==> src/rtl/ulpb_rx_buffer_if.sv <==
// Handshake and consumer-side signals of the ulpb receive buffer.
// The buffer uses the slave modport; the node/consumer environment uses master.
interface ulpb_rx_buffer_if #(
  parameter int ADDR_WIDTH = 8,
  parameter int DATA_WIDTH = 32
);
  logic [ADDR_WIDTH-1:0] RX_ADDR;
  logic [DATA_WIDTH-1:0] RX_DATA;
  logic                  RX_REQ;
  logic                  RX_PEND;
  logic                  RX_FAIL;
  logic                  RX_ACK;
  logic [ADDR_WIDTH-1:0] OUT_ADDR;
  logic [DATA_WIDTH-1:0] OUT_DATA;
  logic                  OUT_LAST;
  logic                  OUT_VALID;
  logic                  OUT_READY;
  logic                  MSG_DROP;

  modport slave (
    input  RX_ADDR, RX_DATA, RX_REQ, RX_PEND, RX_FAIL, OUT_READY,
    output RX_ACK, OUT_ADDR, OUT_DATA, OUT_LAST, OUT_VALID, MSG_DROP
  );

  modport master (
    output RX_ADDR, RX_DATA, RX_REQ, RX_PEND, RX_FAIL, OUT_READY,
    input  RX_ACK, OUT_ADDR, OUT_DATA, OUT_LAST, OUT_VALID, MSG_DROP
  );
endinterface

==> src/rtl/ulpb_rx_buffer.sv <==
// Receive-side message buffer for a ulpb node. Completes the four-phase
// RX_REQ/RX_ACK handshake, stores words in a FIFO and only exposes words of
// fully received messages. Aborted or overflowing messages are rolled back by
// moving the write pointer back to the commit pointer.
module ulpb_rx_buffer #(
  parameter int ADDR_WIDTH = 8,
  parameter int DATA_WIDTH = 32,
  parameter int DEPTH      = 8
) (
  input logic            CLK,
  input logic            RESETn,
  ulpb_rx_buffer_if.slave bus
);
  localparam int AW = $clog2(DEPTH);
  localparam int PW = AW + 1;

  typedef enum logic [1:0] {IDLE, ACK_WAIT, FAIL_WAIT} state_t;

  state_t          state, state_nxt;
  logic [PW-1:0]   wr_ptr, wr_nxt;
  logic [PW-1:0]   commit_ptr, commit_nxt;
  logic [PW-1:0]   rd_ptr;
  logic            rx_ack, ack_nxt;
  logic            dropping, drop_nxt;
  logic            msg_drop, msg_drop_nxt;
  logic            wr_en;

  logic [ADDR_WIDTH-1:0] mem_addr [DEPTH];
  logic [DATA_WIDTH-1:0] mem_data [DEPTH];
  logic                  mem_last [DEPTH];

  logic [PW-1:0] occupancy, committed;
  logic          full, out_valid, pop;

  // Pointers are one bit wider than the index so full and empty differ.
  assign occupancy = wr_ptr - rd_ptr;
  assign committed = commit_ptr - rd_ptr;
  assign full      = (occupancy == PW'(DEPTH));
  assign out_valid = (committed != '0);
  assign pop       = out_valid & bus.OUT_READY;

  // Handshake FSM: next state, pointer rollback/commit and write enable.
  always_comb begin
    state_nxt    = state;
    ack_nxt      = rx_ack;
    wr_nxt       = wr_ptr;
    commit_nxt   = commit_ptr;
    drop_nxt     = dropping;
    msg_drop_nxt = 1'b0;
    wr_en        = 1'b0;
    case (state)
      IDLE: begin
        if (bus.RX_FAIL) begin
          wr_nxt    = commit_ptr;
          drop_nxt  = 1'b0;
          ack_nxt   = 1'b1;
          state_nxt = FAIL_WAIT;
        end else if (bus.RX_REQ) begin
          if (dropping) begin
            // Tail of an overflowed message: acknowledge and discard.
            drop_nxt  = bus.RX_PEND;
            ack_nxt   = 1'b1;
            state_nxt = ACK_WAIT;
          end else if (!full) begin
            wr_en  = 1'b1;
            wr_nxt = wr_ptr + 1'b1;
            if (!bus.RX_PEND) commit_nxt = wr_ptr + 1'b1;
            ack_nxt   = 1'b1;
            state_nxt = ACK_WAIT;
          end else if (committed == '0) begin
            // The open message alone fills the FIFO: it can never complete.
            wr_nxt       = commit_ptr;
            msg_drop_nxt = 1'b1;
            drop_nxt     = bus.RX_PEND;
            ack_nxt      = 1'b1;
            state_nxt    = ACK_WAIT;
          end
          // Otherwise stall until the consumer frees space.
        end
      end
      ACK_WAIT: begin
        if (bus.RX_FAIL) begin
          wr_nxt    = commit_ptr;
          drop_nxt  = 1'b0;
          state_nxt = FAIL_WAIT;
        end else if (!bus.RX_REQ) begin
          ack_nxt   = 1'b0;
          state_nxt = IDLE;
        end
      end
      FAIL_WAIT: begin
        if (!bus.RX_FAIL) begin
          ack_nxt   = 1'b0;
          state_nxt = IDLE;
        end
      end
      default: state_nxt = IDLE;
    endcase
  end

  // Control state and pointers, cleared by the asynchronous reset.
  always_ff @(posedge CLK or negedge RESETn) begin
    if (!RESETn) begin
      state      <= IDLE;
      rx_ack     <= 1'b0;
      wr_ptr     <= '0;
      commit_ptr <= '0;
      rd_ptr     <= '0;
      dropping   <= 1'b0;
      msg_drop   <= 1'b0;
    end else begin
      state      <= state_nxt;
      rx_ack     <= ack_nxt;
      wr_ptr     <= wr_nxt;
      commit_ptr <= commit_nxt;
      dropping   <= drop_nxt;
      msg_drop   <= msg_drop_nxt;
      if (pop) rd_ptr <= rd_ptr + 1'b1;
    end
  end

  // Word storage; contents need no reset since pointers guard every read.
  always_ff @(posedge CLK) begin
    if (wr_en) begin
      mem_addr[wr_ptr[AW-1:0]] <= bus.RX_ADDR;
      mem_data[wr_ptr[AW-1:0]] <= bus.RX_DATA;
      mem_last[wr_ptr[AW-1:0]] <= ~bus.RX_PEND;
    end
  end

  assign bus.RX_ACK    = rx_ack;
  assign bus.MSG_DROP  = msg_drop;
  assign bus.OUT_VALID = out_valid;
  assign bus.OUT_ADDR  = mem_addr[rd_ptr[AW-1:0]];
  assign bus.OUT_DATA  = mem_data[rd_ptr[AW-1:0]];
  assign bus.OUT_LAST  = out_valid & mem_last[rd_ptr[AW-1:0]];
endmodule

==> src/flat_wrapper.sv <==
// flat-port wrapper written by rule: the top's interface ports become plain ports
module ulpb_rx_buffer_flat 
#(
  parameter int ADDR_WIDTH = 8,
  parameter int DATA_WIDTH = 32,
  parameter int DEPTH      = 8
)
  (CLK, RESETn, bus_RX_ADDR, bus_RX_DATA, bus_RX_REQ, bus_RX_PEND, bus_RX_FAIL, bus_OUT_READY, bus_RX_ACK, bus_OUT_ADDR, bus_OUT_DATA, bus_OUT_LAST, bus_OUT_VALID, bus_MSG_DROP);
  ulpb_rx_buffer_if #(.ADDR_WIDTH(ADDR_WIDTH), .DATA_WIDTH(DATA_WIDTH)) bus_i ();
  input logic CLK;
  input logic RESETn;
  input wire logic [$bits(bus_i.RX_ADDR)-1:0] bus_RX_ADDR;
  input wire logic [$bits(bus_i.RX_DATA)-1:0] bus_RX_DATA;
  input wire logic [$bits(bus_i.RX_REQ)-1:0] bus_RX_REQ;
  input wire logic [$bits(bus_i.RX_PEND)-1:0] bus_RX_PEND;
  input wire logic [$bits(bus_i.RX_FAIL)-1:0] bus_RX_FAIL;
  input wire logic [$bits(bus_i.OUT_READY)-1:0] bus_OUT_READY;
  output wire logic [$bits(bus_i.RX_ACK)-1:0] bus_RX_ACK;
  output wire logic [$bits(bus_i.OUT_ADDR)-1:0] bus_OUT_ADDR;
  output wire logic [$bits(bus_i.OUT_DATA)-1:0] bus_OUT_DATA;
  output wire logic [$bits(bus_i.OUT_LAST)-1:0] bus_OUT_LAST;
  output wire logic [$bits(bus_i.OUT_VALID)-1:0] bus_OUT_VALID;
  output wire logic [$bits(bus_i.MSG_DROP)-1:0] bus_MSG_DROP;
  assign bus_i.RX_ADDR = bus_RX_ADDR;
  assign bus_i.RX_DATA = bus_RX_DATA;
  assign bus_i.RX_REQ = bus_RX_REQ;
  assign bus_i.RX_PEND = bus_RX_PEND;
  assign bus_i.RX_FAIL = bus_RX_FAIL;
  assign bus_i.OUT_READY = bus_OUT_READY;
  assign bus_RX_ACK = bus_i.RX_ACK;
  assign bus_OUT_ADDR = bus_i.OUT_ADDR;
  assign bus_OUT_DATA = bus_i.OUT_DATA;
  assign bus_OUT_LAST = bus_i.OUT_LAST;
  assign bus_OUT_VALID = bus_i.OUT_VALID;
  assign bus_MSG_DROP = bus_i.MSG_DROP;
  ulpb_rx_buffer #(.ADDR_WIDTH(ADDR_WIDTH), .DATA_WIDTH(DATA_WIDTH), .DEPTH(DEPTH)) u_core (.CLK(CLK), .RESETn(RESETn), .bus(bus_i));
endmodule
==> config.mk <==
export PLATFORM = sky130hd
export DESIGN_NAME = ulpb_rx_buffer_flat
export DESIGN_NICKNAME = d
export VERILOG_FILES = /design/src/rtl/ulpb_rx_buffer_if.sv /design/src/rtl/ulpb_rx_buffer.sv /design/src/flat_wrapper.sv
export SDC_FILE = /design/constraint.sdc
export NUM_CORES = 1
export LEC_CHECK = 0
export BUFFER_PORTS_ARGS = -buffer_cell sky130_fd_sc_hd__buf_2
export CORE_ASPECT_RATIO = 1.25
export CORE_MARGIN = 10
export CORE_UTILIZATION = 40
export CTS_CLUSTER_SIZE = 24
export DETAILED_ROUTE_END_ITERATION = 8
export GPL_TIMING_DRIVEN = 0
export PLACE_DENSITY_LB_ADDON = 0.08
export SYNTH_ARGS = -nofsm -noshare
export SYNTH_HDL_FRONTEND = slang
export SYNTH_SLANG_ARGS = --single-unit
==> constraint.sdc <==
create_clock -name CLK -period 14.35 [get_ports CLK]
set_input_delay 2.87 -clock CLK [delete_from_list [all_inputs] [get_ports CLK]]
set_output_delay 2.87 -clock CLK [all_outputs]
set_load 0.05 [all_outputs]
# ---- Word-level counts from Yosys, hierarchy flattened
# Memory sizes are Yosys's and may differ from the RTL's.
# Index checks and enable logic that the tools add are counted.
# W data, S select, Z words.
dict set report word_totals {
  in_bits 46
  mem_count 3
  register_bits 17
  mem_bits_rw 328
}
dict set report classes {
  reduce_logical 10
  n_bitwise 6
  addsub 4
  muxes 45
  n_eq_ne 12
}
# memory depth word_bits rd rd_clocked_by_memory_dff write_ports line
set mem_list {}
lappend mem_list {u_core.mem_data 8 32 1 0 1 ulpb_rx_buffer.sv:29} ;# logic [DATA_WIDTH-1:0] mem_data [DEPTH];
lappend mem_list {u_core.mem_addr 8 8 1 0 1 ulpb_rx_buffer.sv:28} ;# logic [ADDR_WIDTH-1:0] mem_addr [DEPTH];
lappend mem_list {u_core.mem_last 8 1 1 0 1 ulpb_rx_buffer.sv:30} ;# logic mem_last [DEPTH];
# operator n
set ops {}
lappend ops {{$mux W1} 27}
lappend ops {{$mux W4} 6}
lappend ops {{$mux W2} 8}
lappend ops {{$reduce_and A6 Y1} 2}
lappend ops {{$ne A3 B3 Y1 const B} 3}
lappend ops {{$add A4 B1 Y4 const B} 2}
lappend ops {{$ne A2 B2 Y1 const B} 4}
lappend ops {{$pmux W4 S2} 1}
lappend ops {{$sub A4 B4 Y4} 2}
lappend ops {{$pmux W2 S3} 1}
lappend ops {{$ne A5 B4 Y1 const B} 1}
lappend ops {{$reduce_and A5 Y1} 1}
lappend ops {{$eq A4 B4 Y1 const B} 1}
lappend ops {{$logic_not A4 Y1} 1}
lappend ops {{$ne A4 B4 Y1 const B} 1}
lappend ops {{$not A1 Y1} 4}
lappend ops {{$reduce_and A4 Y1} 1}
lappend ops {{$reduce_bool A4 Y1} 1}
lappend ops {{$pmux W1 S3} 1}
lappend ops {{$reduce_and A3 Y1} 1}
lappend ops {{$reduce_bool A3 Y1} 1}
lappend ops {{$and A1 B1 Y1} 2}
lappend ops {{$eq A2 B1 Y1 const B} 1}
lappend ops {{$eq A2 B2 Y1 const B} 1}
lappend ops {{other kinds (3)} 3}

# ---- Logic depth before layout (Yosys ltp)
dict set report depth {
  depth_word 9
  mapped_depth 10
  ltp_nobuf 8
}

# ---- Worst setup path before layout
# Ideal clock, no wire load.
dict set report synth_timing {
  kind {input to register}
  start {in bus_RX_FAIL}
  end {mem u_core.mem_addr[1][0], enable pin}
  path_slack_ns 7.338
  path_buffers 1
  arrival_ns 6.521
  stages 7
  setup_ns 0.490
  cell_sequence {clkbuf_1 > nand2b_1 > nor2_1 > nand2_1 > nor2_1 > nand2_1 > nor3_1}
}
dict set report synth_via {
  elab_chain_cells 4
}
# element line
set synth_lines {}
lappend synth_lines {{start, declared} flat_wrapper.sv:16} ;# input wire logic [$bits(bus_i.RX_FAIL)-1:0] bus_RX_FAIL;
lappend synth_lines {{$mux W1} ulpb_rx_buffer.sv:53} ;# if (bus.RX_FAIL) begin
lappend synth_lines {{$mux W1} ulpb_rx_buffer.sv:51} ;# case (state)
lappend synth_lines {{$mux W1} ulpb_rx_buffer.sv:124} ;# if (wr_en) begin
lappend synth_lines {{$mux W1 (implied by the code)} ulpb_rx_buffer.sv:125} ;# mem_addr[wr_ptr[AW-1:0]] <= bus.RX_ADDR;
lappend synth_lines {{end, declared} ulpb_rx_buffer.sv:28}
# No other way between the ends.

# ---- Worst setup path in the final report
dict set report layout_timing {
  start {reg u_core.rd_ptr[1]}
  end {out bus_OUT_LAST}
}
dict set report layout_via {
  elab_chain_cells 3
  word_cells_on_any_way 4
}
# element line
set layout_lines {}
lappend layout_lines {{start, declared} ulpb_rx_buffer.sv:22} ;# logic [PW-1:0] rd_ptr;
lappend layout_lines {{start signal, assigned} ulpb_rx_buffer.sv:118} ;# if (pop) rd_ptr <= rd_ptr + 1'b1;
lappend layout_lines {{$sub A4 B4 Y4} ulpb_rx_buffer.sv:37} ;# assign committed = commit_ptr - rd_ptr;
lappend layout_lines {{$reduce_bool A4 Y1} ulpb_rx_buffer.sv:39} ;# assign out_valid = (committed != '0);
lappend layout_lines {{$and A1 B1 Y1 *} ulpb_rx_buffer.sv:136} ;# assign bus.OUT_LAST = out_valid & mem_last[rd_ptr[AW-1:0]];
lappend layout_lines {{end, declared} flat_wrapper.sv:21} ;# output wire logic [$bits(bus_i.OUT_LAST)-1:0] bus_OUT_LAST;
# Mark *: on every way between the ends. The rest lies on a longest branch, timed or not.

==> results.toml <==
[outcome]
status = "finished clean"

[setup_path]
slowest_stage = "clkbuf_1"
worstPathRequired_ns = 11.48
cp.arrival_ns = 4.17
cp-startpoint = "u_core.rd_ptr[1]"
r2r_cells = 13
endpoint_kind = "output pin"
r2r_start = "u_core.rd_ptr[1]"
r2r-end = "u_core.mem_data[0][12]"
worstPathMaxFanout = 10
r2r_slack_ns = 9.95
cpPeakStageDelay_ns = 0.56
cp_cell_sequence = "buf_1, clkbuf_1, inv_1, ha_1, nor2b_1, o21ai_0, a2bb2oi_2, a21boi_0, buf_2"
cp-start-kind = "register"
path_class = "reg -> out"

[place]
io_buffer_count = 88
hpwl_um = 19700
gp_congestion = 0.745
dpl_cell_area_um2 = 15000

[logic_synthesis]
synthCells = 700
synth-main-ff-cell = "edfxtp_1"
netlist_top_cells_area = "edfxtp_1 73%, mux4_2 14%, nand2_1 3.8%, dfrtp_1 3.1%, ha_1 1.1%"
yosysTopAreaCellShare_pct = 72.7
netlist_area_um2 = 13600
synth_seq_cells = 345
synth.avg_cell_area_um2 = 19.4
ys_types = 43
ys_seq_area_share_pct = 75.8
async_flop_share_pct = 4.93
yosysTopAreaCell = "edfxtp_1"
synth_nets = 758
synth_edf_count = 328
yosysWarnings = 0
yosysMostFrequentCell = "edfxtp_1"
yosys-top-cells-count = "328 x edfxtp_1, 137 x nand2_1, 82 x mux4_2, 18 x clkbuf_1, 18 x nor2_1"

[sta]
fmax_mhz = 142
hold_viol_final = 0
rsz0062_at_grt = "false"
setup_violations = 0
tns_ns = 0
worst_pin_slew_ns = 0.860
maxSlewViolCount = 0
fin_crit_sh_pct = 49.0
maxSlewHeadroom_pct = 42.7
clock_skew_ns = 0.0165
fin_crit_ns = 7.04

[clocking]
cts_buffers = 37
ctsHoldBuffers = 0
cts-root-buf = "clkbuf_16"
htree_levels = 2
postCtsSetupBuffers = 0
insertion_delay_ns = 0.53
cts_tree = "done"
cts.sinks = 345
clock_path_buffers = 3
ctsResizeCount = 0
clk_pin_slew_worst_paths_ns = 0.06

[pwr]
switching_share_pct = 37.3
total_power_w = 0.00352
p_seq_share_pct = 34.5
p_sw_w = 0.00132
combPwrFrac_pct = 38.2
p_int_w = 0.00221
ir_drop_mv = 0.199
leakage_nw = 5.61
power_density_nw_per_um2 = 217
clkPwrFrac_pct = 27.3

[final_layout]
syn_to_final_growth_pct = 20.0
fin_nets = 909
drive_above_1_share_pct = 31.5
final_cell_area_um2 = 16300
diodes = 0

[route]
drtPass1Iterations = 7
wl_um = 30400
drc_errors = 0
viasPerCell = 5.23
final_antenna_net_count = 0
dr.first_iter.drc_count = 476
vias = 6799
wl_per_cell_um = 23.4

[floorplanning]
num_rows = 75
dieArea_um2 = 41700
fp.dieH_um = 226
die_x_um = 185
ios = 90
core_um2 = 33500
initial_utilization_pct = 40.4

[global_route]
grt_usage_pct = 14.8
grt-ovfl-total = 0
antenna_found_initial = 2
grt_pass1_vias = 7424
grt_pass1_wl_um = 45700
grt_max_degree = 18

[hold_path]
worstHoldPathCells = 2
worstHoldStart = "u_core.bus.RX_ACK"
hold_path.class = "reg -> reg"
holdPathEnd = "u_core.bus.RX_ACK"

[job]
drv_cap = 0
## logic make-up (layout without fill, tap and decap cells)
logic type | Yosys count | in the layout | synth area share, %
fa+ha+maj | 12 | 12 | 1.11
xor+xnor | 9 | 9 | 0.582
compound gates | 26 | 26 | 1.49
simple gates | 182 | 182 | 5.74
flops | 345 | 345 | 75.8
buf+inv | 38 | 216 | 1.14
mux | 88 | 88 | 14.1
## registers in the layout (all words and copies together) (netlist names)
name and count:
u_core.mem_data 256, u_core.mem_addr 64, u_core.mem_last 8, u_core.commit_ptr 4
u_core.rd_ptr 4, u_core.wr_ptr 4, u_core.state 2, u_core.bus.MSG_DROP 1
u_core.bus.RX_ACK 1, u_core.dropping 1
## power groups by stage
| stage | clock network (W) | logic (W) | registers (W) |
|---|---|---|---|
| after detailed placement | 0 | 0.00138 | 0.00124 |
| after CTS | 0.000986 | 0.00138 | 0.00122 |
| after global placement | 0 | 0.00133 | 0.00124 |
| after global routing | 0.00103 | 0.00145 | 0.00122 |
| after floorplan | 0 | 0.000999 | 0.00123 |
| final | 0.000962 | 0.00135 | 0.00122 |
## critical path: cells and delay by family, from the launching register on
kind,cells,cell delay [ns]
AOI/OAI and AO/OA,3,1.07
buffers and inverters,4,1.57
and+or+nand+nor,1,0.15
DFF,1,0.49
adders and majority gates,1,0.36
## how the worst max path moves through the flow
stage	end	cells after the start
after global placement	u_core.mem_data[1][9]	7
after CTS	bus_OUT_LAST	9
final	bus_OUT_LAST	9
after detailed placement	bus_OUT_LAST	9
after global routing	bus_OUT_LAST	9
after floorplan	u_core.mem_addr[1][0]	7
## area by class of cell
cell class              count  area, µm²
well taps                 423        529
multi-input cells         317       3180
fillers                  2775      17200
clock buffers              42        987
plain buffers              29        120
clock inverters            24        241
flip-flops and latches    345      10300
inverters                   9       33.8
repair buffers            112        891
## per-stage QoR
step	hold slack (ns)	instances	utilization [%]	setup slack [ns]
after detailed placement	0.539	1235	44.9	7.82
after global routing	0.565	1301	48.5	7.13
final	0.541	1301	48.5	7.31
after floorplan	0.498	700	-	7.34
after CTS	0.556	1301	48.5	7.27
after global placement	0.510	1211	43.3	3.77
## per-layer routing
layer  routed length (µm)  vias up  global-route usage [%]
met1                13200     3549                    19.1
li1                     -     3064                       -
met4                  593        4                    4.52
met5                   22        -                       0
met2                15300      138                    24.5
met3                 1300       44                    3.09
## cells in the final DEF (no fill, tap or decap), drive strengths merged, types with 2 or more instances in the layout
master  synthesis  routed
mux2i           4       4
nand2         137     137
inv             8      10
a21oi          15      15
nor3            3       3
nor4            2       2
a31oi           2       2
clkinv          1      17
xor2            3       3
mux2            2       2
o21ai           2       2
edfxtp        328     328
buf            11     123
o211ai          2       2
nand2b          5       5
and3            2       2
mux4           82      82
nand3           6       6
ha             12      12
bufinv          0       5
clkbuf         18      60
dfrtp          17      17
nor2           18      18
xnor2           6       6
nor2b           6       6
Power figures use the tool's default switching activity.
